`config.mk`:
```
export PLATFORM = sky130hd
export DESIGN_NAME = fb_rect_fill
export DESIGN_NICKNAME = d
export VERILOG_FILES = /design/src/rtl/fb_rect_fill.sv
export SDC_FILE = /design/constraint.sdc
export NUM_CORES = 1
export LEC_CHECK = 0
export ABC_AREA = 1
export CORE_MARGIN = 2
export CORE_UTILIZATION = 50
export DETAILED_ROUTE_END_ITERATION = 7
export PLACE_DENSITY = 0.78
export SLEW_MARGIN = 0
export SYNTH_ARGS = -nofsm -noshare
export SYNTH_HDL_FRONTEND = slang
export SYNTH_SLANG_ARGS = --single-unit
```
`constraint.sdc`:
```
create_clock -name clk -period 15.08 [get_ports clk]
set_input_delay 1.508 -clock clk [delete_from_list [all_inputs] [get_ports clk]]
set_output_delay 1.508 -clock clk [all_outputs]
set_load 0.05 [all_outputs]
```
`src/rtl/fb_rect_fill.sv`:
```
// fb_rect_fill: fills a rectangle of a linear RGB565 framebuffer with one colour, one handshaked write per pixel.
// Define FB_RECT_FILL_CLIP_EN to clip the rectangle against FB_WIDTH x FB_HEIGHT.
module fb_rect_fill #(
  parameter int FB_WIDTH  = 640,
  parameter int FB_HEIGHT = 480
) (
  input  logic        clk,
  input  logic        reset_i,
  input  logic        start_i,
  input  logic [23:0] base_address_i,
  input  logic [11:0] x0_i,
  input  logic [11:0] y0_i,
  input  logic [11:0] width_i,
  input  logic [11:0] height_i,
  input  logic [15:0] color_i,
  output logic        busy_o,
  output logic        done_o,
  output logic        sel_o,
  output logic        wr_o,
  output logic [3:0]  mask_o,
  output logic [23:0] address_o,
  output logic [15:0] data_out_o,
  input  logic        ack_i
);

  typedef enum logic [2:0] {IDLE, SETUP, REQ, GAP, DONE} state_t;

  state_t      state;
  logic [23:0] base_q, row_start, next_addr, row_calc;
  logic [11:0] x0_q, y0_q, w_q, h_q, col, row;
  logic [11:0] eff_w, eff_h;
  logic [15:0] color_q;
  logic        last;

  always_comb begin
    eff_w = w_q;
    eff_h = h_q;
`ifdef FB_RECT_FILL_CLIP_EN
    if ({1'b0, x0_q} >= 13'(FB_WIDTH) || {1'b0, y0_q} >= 13'(FB_HEIGHT)) begin
      eff_w = '0;
      eff_h = '0;
    end else begin
      if ({1'b0, w_q} > 13'(FB_WIDTH) - {1'b0, x0_q})
        eff_w = 12'(13'(FB_WIDTH) - {1'b0, x0_q});
      if ({1'b0, h_q} > 13'(FB_HEIGHT) - {1'b0, y0_q})
        eff_h = 12'(13'(FB_HEIGHT) - {1'b0, y0_q});
    end
`endif
  end

  assign row_calc = base_q + 24'(y0_q) * 24'(FB_WIDTH) + 24'(x0_q);

  always_ff @(posedge clk or posedge reset_i) begin
    if (reset_i) begin
      state      <= IDLE;
      busy_o     <= 1'b0;
      done_o     <= 1'b0;
      sel_o      <= 1'b0;
      wr_o       <= 1'b0;
      mask_o     <= '0;
      address_o  <= '0;
      data_out_o <= '0;
      base_q     <= '0;
      x0_q       <= '0;
      y0_q       <= '0;
      w_q        <= '0;
      h_q        <= '0;
      color_q    <= '0;
      col        <= '0;
      row        <= '0;
      row_start  <= '0;
      next_addr  <= '0;
      last       <= 1'b0;
    end else begin
      case (state)
        IDLE: if (start_i) begin
          base_q  <= base_address_i;
          x0_q    <= x0_i;
          y0_q    <= y0_i;
          w_q     <= width_i;
          h_q     <= height_i;
          color_q <= color_i;
          busy_o  <= 1'b1;
          state   <= SETUP;
        end
        SETUP: begin
          w_q       <= eff_w;
          h_q       <= eff_h;
          col       <= '0;
          row       <= '0;
          row_start <= row_calc;
          if (eff_w == '0 || eff_h == '0) begin
            done_o <= 1'b1;
            state  <= DONE;
          end else begin
            sel_o      <= 1'b1;
            wr_o       <= 1'b1;
            mask_o     <= '1;
            address_o  <= row_calc;
            data_out_o <= color_q;
            state      <= REQ;
          end
        end
        // Next address and end-of-fill are resolved at ack so address_o can stay frozen through GAP.
        REQ: if (ack_i) begin
          sel_o  <= 1'b0;
          wr_o   <= 1'b0;
          mask_o <= '0;
          state  <= GAP;
          if (col == w_q - 12'd1) begin
            col       <= '0;
            row       <= row + 12'd1;
            row_start <= row_start + 24'(FB_WIDTH);
            next_addr <= row_start + 24'(FB_WIDTH);
            last      <= (row == h_q - 12'd1);
          end else begin
            col       <= col + 12'd1;
            next_addr <= address_o + 24'd1;
            last      <= 1'b0;
          end
        end
        GAP: begin
          if (last) begin
            done_o <= 1'b1;
            state  <= DONE;
          end else begin
            sel_o     <= 1'b1;
            wr_o      <= 1'b1;
            mask_o    <= '1;
            address_o <= next_addr;
            state     <= REQ;
          end
        end
        DONE: begin
          done_o <= 1'b0;
          busy_o <= 1'b0;
          state  <= IDLE;
        end
        default: state <= IDLE;
      endcase
    end
  end

endmodule

```
==> Word level (Yosys, flattened, before mapping) <==
Index checks and enable logic that the tools add are counted.
{ "word_totals": {"wordCells": 92, "register_bits": 211, "in_bits": 92} }
{ "op_classes": {"addsub": 8, "n_bitwise": 1, "n_eq_ne": 13, "n_mul": 1, "mux": 32, "reduce_logical": 19} }
{ "op_table": {"columns": ["cell", "n"], "rows": [
  ["2-to-1 mux 24 bit", 5],
  ["case mux 24 bit (2 select lines)", 2],
  ["2-to-1 mux 12 bit", 4],
  ["case mux 12 bit (2 select lines)", 2],
  ["adder 12 x 1 -> 12 bit (second input constant)", 2],
  ["adder 24 x 1 -> 24 bit (second input constant)", 1],
  ["adder 24 x 10 -> 24 bit (second input constant)", 1],
  ["adder 24 x 12 -> 24 bit", 1],
  ["adder 24 x 22 -> 24 bit", 1],
  ["== test 12 bit", 2],
  ["logical NOT 12 bit", 2],
  ["subtractor 12 x 1 -> 12 bit (second input constant)", 2],
  ["multiplier 12 x 3 -> 15 bit (second input constant)", 1],
  ["!= test 2 bit (second input constant)", 7],
  ["2-to-1 mux 3 bit", 4],
  ["2-to-1 mux 4 bit", 3],
  ["case mux 3 bit (4 select lines)", 1],
  ["case mux 4 bit (3 select lines)", 1],
  ["AND reduction 2 bit", 6],
  ["AND reduction 3 bit", 3],
  ["2-to-1 mux 1 bit", 7],
  ["== test 3 x 2 -> 1 bit (second input constant)", 2],
  ["case mux 1 bit (3 select lines)", 2],
  ["nonzero test 2 bit", 3],
  ["8 further kinds", 9]
]} }

==> Logic depth before layout (Yosys ltp) <==
{ "depth": {"ltp_word": 5, "ltp_mapped": 24} }

==> Least setup slack after synthesis <==
Ideal clock, no wire load.
{ "synth_timing": {"path_kind": "reg-to-reg", "start": "register y0_q[1]", "end": "register row_start[19]", "t_required_ns": 14.963, "slack_ns": 11.729, "n_path_buf": 0, "setup_time_ns": 0.117, "stages_incl_launch_ff": 21, "arrival_time_ns": 3.234, "cell_sequence": "dfrtp_1 > ha_1 > ha_1 > fa_1 > a21oi_1 > o21ai_0 > xnor2_1 > inv_1 > ha_1 > ha_1 > nand2_1 > inv_1 > nand2_1 > nor2_1 > nand4_1 > nand3_1 > nand2_1 > nand3_1 > nand2_1 > nand3_1 > nand2_1"} }
{ "synth_via": {"elab_chain_len": 4} }
{ "synth_rtl": {"columns": ["element", "line_no", "rtl"], "rows": [
  ["start, declared", "30", "logic [11:0] x0_q, y0_q, w_q, h_q, col, row;"],
  ["start signal, assigned", "79", "y0_q <= y0_i;"],
  ["multiplier 12 x 3 -> 15 bit", "51", "assign row_calc = base_q + 24'(y0_q) * 24'(FB_WIDTH) + 24'(x0_q);"],
  ["adder 24 x 22 -> 24 bit", "51", null],
  ["adder 24 x 12 -> 24 bit", "51", null],
  ["case mux 24 bit (2 select lines)", "75", "case (state)"],
  ["end signal, assigned", "91", "row_start <= row_calc;"],
  ["end signal, assigned", "113", "row_start <= row_start + 24'(FB_WIDTH);"],
  ["end, declared", "29", "logic [23:0] base_q, row_start, next_addr, row_calc;"]
]} }
Every way passes these cells.
A chain may end at the register's enable or synchronous reset.

==> Worst setup path in the final report <==
{ "layout_timing": {"start": "register w_q[0] (netlist: eff_w[0])", "end": "register col[3]"} }
{ "layout_via": {"elab_chain_len": 5} }
{ "layout_rtl": {"columns": ["element", "line_no", "rtl"], "rows": [
  ["start, declared", "30", null],
  ["start signal, assigned", "80", "w_q <= width_i;"],
  ["start signal, assigned", "87", "w_q <= eff_w;"],
  ["subtractor 12 x 1 -> 12 bit", "110", "if (col == w_q - 12'd1) begin"],
  ["== test 12 bit", "110", null],
  ["2-to-1 mux 12 bit", "110", null],
  ["2-to-1 mux 12 bit", "105", "REQ: if (ack_i) begin"],
  ["case mux 12 bit (2 select lines)", "75", null],
  ["end signal, assigned", "117", "col <= col + 12'd1;"],
  ["end, declared", "30", null]
]} }
Every way passes these cells. The select of a mux whose other input is x is not followed.

==> key figures <==
Worst hold path
  • Hold path cells: 2
  • Min-delay worst type: flip-flop to flip-flop
  • Start point of the worst hold path: next_addr[16]

Timing
  • Fmax: ~240 MHz
  • Final TNS setup: 0 ns
  • Worst slew pin tran: ~1.1 ns
  • Worst slew margin: 28.3%
  • Slew Limit Fails: 0
  • Setup violators final: 0
  • Hold Fails Final Rpt: 0
  • RSZ-0062 raised after global routing: false
  • Final Skew: between 0.009 and 0.01 ns
  • Period minus WS final: between 4 and 5 ns
  • Final worst path period share: 28.1%

Synthesis
  • Synth warn: 0
  • Fraction of synthesized cell area taken by the top area cell type: about two fifths
  • Mapped cell area: approximately 13,000 µm²
  • Dominant register cell in the synthesized netlist: dfrtp_1
  • Synth top area cells: dfrtp_1 (39%), nand2_1 (14%), inv_1 (6.2%), ha_1 (6.1%), nand3_1 (5.5%)
  • Main combinational cell family by area after synthesis: simple AND/OR/NAND/NOR gates
  • Post-Syn Instances: between 1,500 and 2,000
  • Post-synth cell types: between 40 and 50
  • Area leader, netlist: dfrtp_1
  • Compound-gate portion of the synthesized area: 7.41%
  • Fraction of synthesized area in multiplexers: ~4.2%
  • Register area share after synthesis: 38.6%
  • Syn nets: a little under 2,000
  • Area share of fa/ha/maj cells after synthesis: under 10%
  • EDFF count, synth: 0
  • Post-synth ARST share: 100%
  • Simple-gate share of the synthesized area: between 20% and 30%
  • Xor and xnor area share after synthesis: under 10%
  • Syn Area/Cell: 7.48 µm²
  • Post-synthesis register bit count: 207

Worst setup path
  • Top Family by Delay on Critical Path: simple AND/OR/NAND/NOR gates
  • Setup crit end kind: flip-flop
  • Data required, critical path: 15.49 ns
  • Maximum fanout along the worst path: 32
  • Most used cell, CP: nand2_2
  • Crit path max-delay cell type: nand2_2
  • R2r setup slk: approximately 11 ns
  • CP Depth: 13
  • Critical Path, Cell by Cell: inv_2 > ha_1 > nand2_2 > nor2_2 > nand4_1 > nand2_1 > nand2_1 > nor2_2 > nand3_2 > nand2_2 > nand2_2 > inv_4 > nor2_1
  • Max stage delay on crit path: 0.70 ns
  • R2R depth: 13
  • WS Path Type: flip-flop to flip-flop
  • Buf+Inv Stages, Crit Path: 2
  • Worst r2r src: eff_w[0]
  • Worst EP arrival: approximately 4.7 ns
  • Critical path startpoint category: flip-flop
  • Setup crit start: eff_w[0]

GRT
  • Met3 GRT Util: about 3.3%
  • Met1 usage: 35.2%
  • Grt peak-use layer: met2
  • Total global-route track usage: between 20% and 30%
  • First-pass GRT wire length: around 57,000 µm
  • Largest net degree at the start of global routing: approximately 130
  • Initial antenna violation count: 0
  • Overflow after GRT: 0
  • Met2 Use GR: roughly two fifths
  • Number of global-route vias before repair: approximately 11,000

Drt
  • Final ANT Viol Nets: 0
  • Final wirelength: between 30,000 and 40,000 µm
  • Iteration-0 DRC Markers: 973
  • Vias post-DR: around 12,000
  • First-pass iteration count of the detailed router: 5
  • Via density: 5.31
  • Residual DRC: 0
  • WL/cell: approximately 15 µm

Layout
  • Most frequent cells in the layout: nand2_1 (497), inv_1 (222), dfrtp_1 (207), nor2_1 (148), nand3_1 (147)
  • Layout cells sized above 1: roughly 7%
  • Final instance area: approximately 16,000 µm²
  • Final #Nets: between 2,000 and 2,500
  • Commonest non-fill, non-tap cell in the layout: nand2_1
  • Post-route insts no fill: roughly 2,300
  • Ant. Diodes: 0
  • Area Overhead vs Synth: 18.3%

Die
  • Core region area: 26,200 µm²
  • Die H: ~170 µm
  • Die ar.: roughly 28,000 µm²
  • Chip Width: ~170 µm
  • Row count: about 60
  • Starting density of the core: a little over 50%
  • Ports: between 100 and 150

Placement
  • Quantity of I/O buffers inserted on ports: between 100 and 150
  • Dpl cells: about 2,200
  • Dpl hpwl: 25,500 µm
  • Area post-placement: between 10,000 and 15,000 µm²
  • Routability cong.: approximately 0.95

Clock tree
  • Post-CTS Setup Bufs: 0
  • CTS Hold Bufs: 0
  • Num CTS Buffers: 24
  • # clock sinks: 207
  • Clk_lat worst skew: between 0.5 and 0.6 ns
  • Maximum clock insertion buffer count: 3
  • Clk slew on worst S/H paths: about 0.060 ns
  • Clock root cell: clkbuf_16
  • CTS tree: built
  • Post-cts resize count: 0
  • CTS H-tree depth: 1

Outcome
  • Run status: finished, final reports clean

Job
  • Max_cap viols: 0
## routing by layer
metal,up-vias,wire length [µm]
li1,5976,-
met1,5565,15700
met2,368,15300
met3,67,2100
met4,0,977
met5,-,0
## sequential cells by signal, indices dropped and copies added (netlist names)
register and count:
y0_q 12, state 3, col 12, base_q 24
busy_o 1, next_addr 24, x0_q 12, row_start 24
address_o 24, eff_w 12, done_o 1, data_out_o 16
mask_o 1, eff_h 12, color_q 16, row 12
last 1
## through the flow
step | utilization [%] | hold slack [ns] | worst slack (ns)
6_report | 60.5 | 0.473 | 10.84
5_1_grt | 60.5 | 0.497 | 10.40
3_5_place_dp | 57.2 | 0.460 | 10.62
2_1_floorplan | - | 0.442 | 7.92
3_3_place_gp | 57.2 | 0.456 | 10.64
4_1_cts | 60.5 | 0.476 | 10.85
## cell families (layout without fill, tap and decap cells)
group	after synthesis	count (layout)
compound gates	186	186
simple gates	901	901
flops	207	207
fa+ha+maj	72	72
mux	50	50
buf+inv	293	421
xor+xnor	83	83
## worst paths after layout
path | to
worst max-delay path | col[3]
worst min-delay path | next_addr[16]
worst max register to register | col[3]
worst min register to register | next_addr[16]
max in group asynchronous | row_start[14]
min in group asynchronous | base_q[4]
## cells in the mapped netlist, types with 27 or more instances
library cell    n
nand4_1        43
inv_1         223
o21ai_0        77
ha_1           65
nor3_1         27
nor2_1        148
xnor2_1        28
dfrtp_1       207
nand2_1       497
xor2_1         55
a21oi_1        77
clkbuf_1       27
nand3_1       148
mux2_2         50
## tightest hold or removal path, stage by stage, from the launching register on
cell     delay, ns
dfrtp_1       0.34
nand2_1       0.05
nand2_1       0.05
## layout make-up
class	count	area, µm²
tap	335	419
clock buffer	31	688
sequential	207	5180
clock inverter	13	181
fill	2379	10300
multi-input combinational	1292	7070
timing repair buffer	146	1440
inverter	231	877
Power is not shown: default switching activity piles up to over one toggle a cycle in this logic, so the estimate is an artifact.
